<file path="src/rtl/axis_orb_match_collector_if.sv">
// axis_orb_match_collector_if: result-stream input and match-record output bundle; FRAME_TAG_EN widens records to 48 bits
interface axis_orb_match_collector_if;
`ifdef FRAME_TAG_EN
    localparam int MW = 48;
`else
    localparam int MW = 40;
`endif
    logic [31:0]   s_axis_tdata;
    logic          s_axis_tvalid;
    logic          s_axis_tlast;
    logic          s_axis_tready;
    logic [MW-1:0] m_match_data;
    logic          m_match_valid;
    logic          m_match_ready;
    modport slave (
        input  s_axis_tdata, s_axis_tvalid, s_axis_tlast, m_match_ready,
        output s_axis_tready, m_match_data, m_match_valid
    );
    modport master (
        output s_axis_tdata, s_axis_tvalid, s_axis_tlast, m_match_ready,
        input  s_axis_tready, m_match_data, m_match_valid
    );
endinterface

</file>
<file path="src/rtl/axis_orb_match_collector.sv">
// axis_orb_match_collector: pairs deduplicated ORB keypoints into match records with frame statistics; FRAME_TAG_EN adds an 8-bit frame tag
module axis_orb_match_collector #(
    parameter int H_ACTIVE = 720,
    parameter int V_ACTIVE = 480,
    parameter int DEPTH    = 16
) (
    input  logic                       s_axis_aclk,
    input  logic                       s_axis_areset,
    axis_orb_match_collector_if.slave  bus,
    output logic [$clog2(DEPTH):0]     match_level,
    output logic [19:0]                frame_cycles,
    output logic [15:0]                frame_cnt,
    output logic                       frame_done,
    output logic                       frame_err,
    output logic [15:0]                orphan_cnt,
    output logic [15:0]                overflow_cnt
);
    localparam int AW = $clog2(DEPTH);
    localparam int LW = AW + 1;
    localparam int CW = $clog2(H_ACTIVE);
    localparam int RW = $clog2(V_ACTIVE);
`ifdef FRAME_TAG_EN
    localparam int MW = 48;
`else
    localparam int MW = 40;
`endif
    typedef enum logic [1:0] {SYNC, IDLE, HAVE_P1} state_t;
    state_t        state_q, state_d;
    logic [CW-1:0] col_q, col_d;
    logic [RW-1:0] row_q, row_d;
    logic [19:0]   prev_q, prev_d, p1_q, p1_d, frame_cycles_q, frame_cycles_d;
    logic [15:0]   frame_cnt_q, frame_cnt_d, orphan_q, orphan_d, overflow_q, overflow_d;
    logic          tready_q, tready_d, frame_done_q, frame_done_d, frame_err_q, frame_err_d;
    logic [AW-1:0] wr_q, wr_d, rd_q, rd_d;
    logic [LW-1:0] level_q, level_d;
    logic [MW-1:0] mem_q [DEPTH];
    logic [MW-1:0] rec;
    logic [19:0]   pl;
    logic          acc, tlast_acc, last_col, last_row, stats, chg, push, pop, full, wr_en, orphan_inc;
    logic          unused_tdata;
    // Beat decode, pairing FSM, FIFO bookkeeping and statistics
    always_comb begin
        pl           = bus.s_axis_tdata[19:0];
        unused_tdata = ^bus.s_axis_tdata[31:20];
        acc          = bus.s_axis_tvalid && tready_q;
        tlast_acc    = acc && bus.s_axis_tlast;
        last_col     = col_q == CW'(H_ACTIVE - 1);
        last_row     = row_q == RW'(V_ACTIVE - 1);
        stats        = last_row && col_q >= CW'(H_ACTIVE - 2);
        chg          = acc && !stats && pl != prev_q;
        push         = state_q == HAVE_P1 && chg && pl != '0;
        orphan_inc   = state_q == HAVE_P1 && !push && (chg || tlast_acc);
        pop          = level_q != '0 && bus.m_match_ready;
        full         = level_q == LW'(DEPTH);
        wr_en        = push && (!full || pop);
`ifdef FRAME_TAG_EN
        rec          = {frame_cnt_q[7:0], pl[9:0], pl[19:10], p1_q[9:0], p1_q[19:10]};
`else
        rec          = {pl[9:0], pl[19:10], p1_q[9:0], p1_q[19:10]};
`endif
        state_d = state_q;
        p1_d    = p1_q;
        if (state_q == SYNC) begin
            state_d = tlast_acc ? IDLE : SYNC;
        end else if (state_q == IDLE && chg && pl != '0) begin
            state_d = HAVE_P1;
            p1_d    = pl;
        end else if (state_q == HAVE_P1 && (chg || tlast_acc)) begin
            state_d = IDLE;
        end
        col_d          = !acc ? col_q : (bus.s_axis_tlast || last_col) ? '0 : col_q + CW'(1);
        row_d          = (!acc || (!bus.s_axis_tlast && !last_col)) ? row_q :
                         (bus.s_axis_tlast || last_row) ? '0 : row_q + RW'(1);
        prev_d         = chg ? pl : prev_q;
        tready_d       = 1'b1;
        frame_done_d   = tlast_acc;
        frame_err_d    = frame_err_q || (tlast_acc && state_q != SYNC && !(last_row && last_col));
        frame_cycles_d = (acc && stats && last_col) ? pl : frame_cycles_q;
        frame_cnt_d    = frame_cnt_q + 16'(tlast_acc);
        orphan_d       = (orphan_inc && orphan_q != 16'hFFFF) ? orphan_q + 16'd1 : orphan_q;
        overflow_d     = (push && full && !pop && overflow_q != 16'hFFFF) ? overflow_q + 16'd1 : overflow_q;
        wr_d           = wr_q + AW'(wr_en);
        rd_d           = rd_q + AW'(pop);
        level_d        = level_q + LW'(wr_en) - LW'(pop);
    end
    // State register with synchronous reset
    always_ff @(posedge s_axis_aclk) begin
        if (s_axis_areset) begin
            state_q        <= SYNC;
            col_q          <= '0;
            row_q          <= '0;
            prev_q         <= '0;
            p1_q           <= '0;
            tready_q       <= 1'b0;
            frame_done_q   <= 1'b0;
            frame_err_q    <= 1'b0;
            frame_cycles_q <= '0;
            frame_cnt_q    <= '0;
            orphan_q       <= '0;
            overflow_q     <= '0;
            wr_q           <= '0;
            rd_q           <= '0;
            level_q        <= '0;
        end else begin
            state_q        <= state_d;
            col_q          <= col_d;
            row_q          <= row_d;
            prev_q         <= prev_d;
            p1_q           <= p1_d;
            tready_q       <= tready_d;
            frame_done_q   <= frame_done_d;
            frame_err_q    <= frame_err_d;
            frame_cycles_q <= frame_cycles_d;
            frame_cnt_q    <= frame_cnt_d;
            orphan_q       <= orphan_d;
            overflow_q     <= overflow_d;
            wr_q           <= wr_d;
            rd_q           <= rd_d;
            level_q        <= level_d;
        end
    end
    // Record storage; contents are don't-care until the level says otherwise
    always_ff @(posedge s_axis_aclk) begin
        if (wr_en) mem_q[wr_q] <= rec;
    end
    assign bus.s_axis_tready = tready_q;
    assign bus.m_match_valid = level_q != '0;
    assign bus.m_match_data  = level_q != '0 ? mem_q[rd_q] : '0;
    assign match_level       = level_q;
    assign frame_cycles      = frame_cycles_q;
    assign frame_cnt         = frame_cnt_q;
    assign frame_done        = frame_done_q;
    assign frame_err         = frame_err_q;
    assign orphan_cnt        = orphan_q;
    assign overflow_cnt      = overflow_q;
endmodule
</file>
<file path="src/flat_wrapper.sv">
// flat-port wrapper written by rule: the top's interface ports become plain ports
module axis_orb_match_collector_flat 
#(
    parameter int H_ACTIVE = 720,
    parameter int V_ACTIVE = 480,
    parameter int DEPTH    = 16
)
  (s_axis_aclk, s_axis_areset, match_level, frame_cycles, frame_cnt, frame_done, frame_err, orphan_cnt, overflow_cnt, bus_s_axis_tdata, bus_s_axis_tvalid, bus_s_axis_tlast, bus_m_match_ready, bus_s_axis_tready, bus_m_match_data, bus_m_match_valid);
  axis_orb_match_collector_if bus_i ();
  input  logic s_axis_aclk;
  input  logic s_axis_areset;
  output logic [$clog2(DEPTH):0] match_level;
  output logic [19:0] frame_cycles;
  output logic [15:0] frame_cnt;
  output logic frame_done;
  output logic frame_err;
  output logic [15:0] orphan_cnt;
  output logic [15:0] overflow_cnt;
  input wire logic [$bits(bus_i.s_axis_tdata)-1:0] bus_s_axis_tdata;
  input wire logic [$bits(bus_i.s_axis_tvalid)-1:0] bus_s_axis_tvalid;
  input wire logic [$bits(bus_i.s_axis_tlast)-1:0] bus_s_axis_tlast;
  input wire logic [$bits(bus_i.m_match_ready)-1:0] bus_m_match_ready;
  output wire logic [$bits(bus_i.s_axis_tready)-1:0] bus_s_axis_tready;
  output wire logic [$bits(bus_i.m_match_data)-1:0] bus_m_match_data;
  output wire logic [$bits(bus_i.m_match_valid)-1:0] bus_m_match_valid;
  assign bus_i.s_axis_tdata = bus_s_axis_tdata;
  assign bus_i.s_axis_tvalid = bus_s_axis_tvalid;
  assign bus_i.s_axis_tlast = bus_s_axis_tlast;
  assign bus_i.m_match_ready = bus_m_match_ready;
  assign bus_s_axis_tready = bus_i.s_axis_tready;
  assign bus_m_match_data = bus_i.m_match_data;
  assign bus_m_match_valid = bus_i.m_match_valid;
  axis_orb_match_collector #(.H_ACTIVE(H_ACTIVE), .V_ACTIVE(V_ACTIVE), .DEPTH(DEPTH)) u_core (.s_axis_aclk(s_axis_aclk), .s_axis_areset(s_axis_areset), .bus(bus_i), .match_level(match_level), .frame_cycles(frame_cycles), .frame_cnt(frame_cnt), .frame_done(frame_done), .frame_err(frame_err), .orphan_cnt(orphan_cnt), .overflow_cnt(overflow_cnt));
endmodule
</file>
<file path="config.mk">
export PLATFORM = sky130hd
export DESIGN_NAME = axis_orb_match_collector_flat
export DESIGN_NICKNAME = d
export VERILOG_FILES = /design/src/rtl/axis_orb_match_collector_if.sv /design/src/rtl/axis_orb_match_collector.sv /design/src/flat_wrapper.sv
export SDC_FILE = /design/constraint.sdc
export NUM_CORES = 1
export LEC_CHECK = 0
export ABC_AREA = 0
export CAP_MARGIN = 0
export CELL_PAD_IN_SITES_DETAIL_PLACEMENT = 1
export CELL_PAD_IN_SITES_GLOBAL_PLACEMENT = 1
export CORE_AREA = 4 4 280 282
export DETAILED_ROUTE_END_ITERATION = 8
export DIE_AREA = 0 0 284 286
export DONT_BUFFER_PORTS = 1
export PLACE_DENSITY_LB_ADDON = 0.1
export SETUP_SLACK_MARGIN = 0.2
export SLEW_MARGIN = 20
export SYNTH_ARGS = -nofsm -noshare
export SYNTH_HDL_FRONTEND = slang
export SYNTH_SLANG_ARGS = --single-unit
</file>
<file path="constraint.sdc">
create_clock -name s_axis_aclk -period 6.97 [get_ports s_axis_aclk]
set_clock_uncertainty 0.05 [all_clocks]
set_input_delay 0.697 -clock s_axis_aclk [delete_from_list [all_inputs] [get_ports s_axis_aclk]]
set_output_delay 0.697 -clock s_axis_aclk [all_outputs]
set_load 0.005 [all_outputs]
</file>
==> results.toml <==
[worst_setup_path]
critPathArrivalTime_ps = 4560
worstSetupStartpointType = "flop"
worstPathRequired_ps = 7170
crit_chain = "inv_1 -> ha_1 -> o211ai_1 -> a211oi_1 -> and2_1 -> a21oi_1 -> nand4b_1 -> or3b_2 -> nor2_4 -> buf_4"
critPathMaxStageDelay_ps = 710
path_class = "reg2reg"
end_kind = "flop"
critPathSlowestCell = "or3b_2"
path_max_fanout = 24
reg2regPathDepth = 10

[cells_and_area]
fillers = 6951
synthToLayoutAreaGrowth_pct = 13.8
n_antenna_cell = 0
layout_commonest_cell = "edfxtp_1"
final_cell_mix = "edfxtp_1 (640), mux4_2 (200), dfxtp_1 (141)"
fin_nets = 1746
layout-drive-gt1-share_pct = 23.5

[logic_synthesis]
synth_seq_cells = 785
syn_inst = 1655
synth_nets = 1710
yosys.area.top_type_share_pct = 62.3
ys_seq_area_share_pct = 71.7
yosysUniqueCellTypes = 60
synthTopCellsByArea = "edfxtp_1 (62%), mux4_2 (15%), dfxtp_1 (9.4%)"
syn_area_mm2 = 0.0308
synth_edf_count = 640
ys.flop_type = "edfxtp_1"
syn_area_per_cell_um2 = 18.6
synth_area_leader_cell = "edfxtp_1"
yosysWarnings = 0
async_reset_ff_share_pct = 0

[drt]
drtPass1Iterations = 5
vias = 15416
ant_nets = 0
wl_um = 77000
drc = 0
wl_per_cell_um = 28.1
viasPerCell = 5.62
drt_iter0_drc = 999

[cts]
cts.clk_slew.worst_paths_ps = 60
clockBufferDepth = 3
ctsHtreeMaxLevel = 3
cts_hold_buffers = 0
post_cts.repair.setup_buffers = 0
clock_sinks = 785
cts_tree = "built"
ctsRootBufferMaster = "clkbuf_16"
cts_made_buffers = 85
cts_resized = 0
clk_latency_ps = 630

[timing]
fmax_ghz = 0.229
fin_hold_ws_ps = 109
slew_viol_final = 0
tightest_slew_ps = 961
relSlewSlack_pct = 35.9
rsz0062_at_grt = "no"
fin_tns_setup_ps = 0
hold_violations = 0
post-route-period-util_pct = 62.5
period_needed_ps = 4360
setup_viol = 0

[grt]
grt_remaining_overflow = 0
antenna_found_initial = 2
grt.total_usage_pct = 19.2
grt_pass1_vias = 17001
grt_max_degree = 137
grt_first_pass_wirelength_um = 115000

[outcome]
outcome = "finished, final reports clean"

[placement]
post-dp-hpwl_um = 41600
io_buffer_count = 0
place.gp.congestion = 0.713

[floorplan]
start_util_pct = 40.7
top_level_ports = 154
die_h_um = 286
rows = 101
die_w_um = 284
design.core.area_mm2 = 0.0757
die_area_mm2 = 0.0812

[worst_hold_path]
hold_depth = 0
holdCritPathClass = "in2reg"

[pwr]
power_density_mw_per_mm2 = 329
leakage_nw = 11.1
total_power_mw = 11.5
peakVddDrop_mv = 0.259

[job]
maxCapViolations = 0
[report_power, final]
group	total (mW)	switching [mW]	internal, mW
Sequential	5.18	0.117	5.06
Combinational	1.58	0.732	0.852
Clock	4.78	1.85	2.94
Total	11.5	2.70	8.85
[cells in the mapped netlist, types with 7 or more instances]
cell	n
nor4_1	7
or4_1	7
nand2_1	35
clkbuf_1	51
or3_1	9
o21ai_0	8
and3_1	15
ha_1	17
mux4_2	200
mux2i_1	62
mux2_4	8
xnor2_1	31
nor3_1	11
nor2_1	145
nor2b_1	58
nor3_2	7
dfxtp_1	145
nand4_1	22
buf_1	12
xor2_1	36
edfxtp_1	640
nand3_1	29
inv_1	17
buf_2	14
a21oi_1	17
[per-stage QoR]
stage / cells / worst slack, ps / cell area [um^2] / utilization (%)
detailed placement: 2582 / 2560 / 32100 / 42.4
floorplan: 1655 / 940 / 30800 / -
global placement: 2582 / 2590 / 32100 / 42.4
CTS: 2742 / 2480 / 35100 / 46.4
finish: 2742 / 2610 / 35100 / 46.4
global route: 2742 / 2270 / 35100 / 46.4
[flip-flops by register name (all words and copies together) (netlist names)]
signal and count:
u_core.wr_q 4, u_core.frame_err 1, u_core.mem_q 640, u_core.rd_q 4, u_core.state_q 2, u_core.frame_cycles 20, u_core.frame_done 1, u_core.prev_q 20
u_core.orphan_cnt 16, u_core.row_q 9, u_core.p1_q 20, u_core.bus.s_axis_tready 1, u_core.frame_cnt 16, u_core.match_level 5, u_core.overflow_cnt 16, u_core.col_q 10
[worst max-delay path: cells and delay by family, from the launching register on]
| family | cells | cell delay (ps) |
|---|---|---|
| fa+ha+maj | 1 | 200 |
| buf+inv | 2 | 730 |
| flops | 1 | 470 |
| simple gates | 4 | 2030 |
| compound gates | 3 | 460 |
[routing by layer]
layer  wire, um  track usage (%)
met5          0                0
met4       1640             4.73
met3       4100             4.36
met2      38200             32.3
met1      33100             25.6
[cell type report]
class / count / area (um^2) / share of cell area (%)
multi-input combinational: 771 / 8410 / 24.0
clock buffer: 118 / 2440 / 6.97
sequential: 785 / 22100 / 63.1
timing repair buffer: 30 / 250 / 0.713
inverter: 18 / 67.6 / 0.193
tap: 978 / 1220 / 3.49
clock inverter: 42 / 556 / 1.58
[kinds of logic after synthesis]
| kind of cell | share of synthesized area (%) |
|---|---|
| compound gates | 0.909 |
| xor+xnor | 1.90 |
| fa+ha+maj | 0.755 |
| buf+inv | 1.35 |
| flops | 71.7 |
| mux | 17.0 |
| simple gates | 6.30 |
[worst paths after layout]
path	startpoint	endpoint	slack (ps)
worst max-delay path	u_core.col_q[0]	u_core.mem_q[5][0]	2610
worst min-delay path	bus_s_axis_tdata[17]	u_core.mem_q[0][27]	110
worst max register to register	u_core.col_q[0]	u_core.mem_q[5][0]	2610
worst min register to register	u_core.prev_q[1]	u_core.prev_q[1]	470
(Power assumes the default switching activity.)
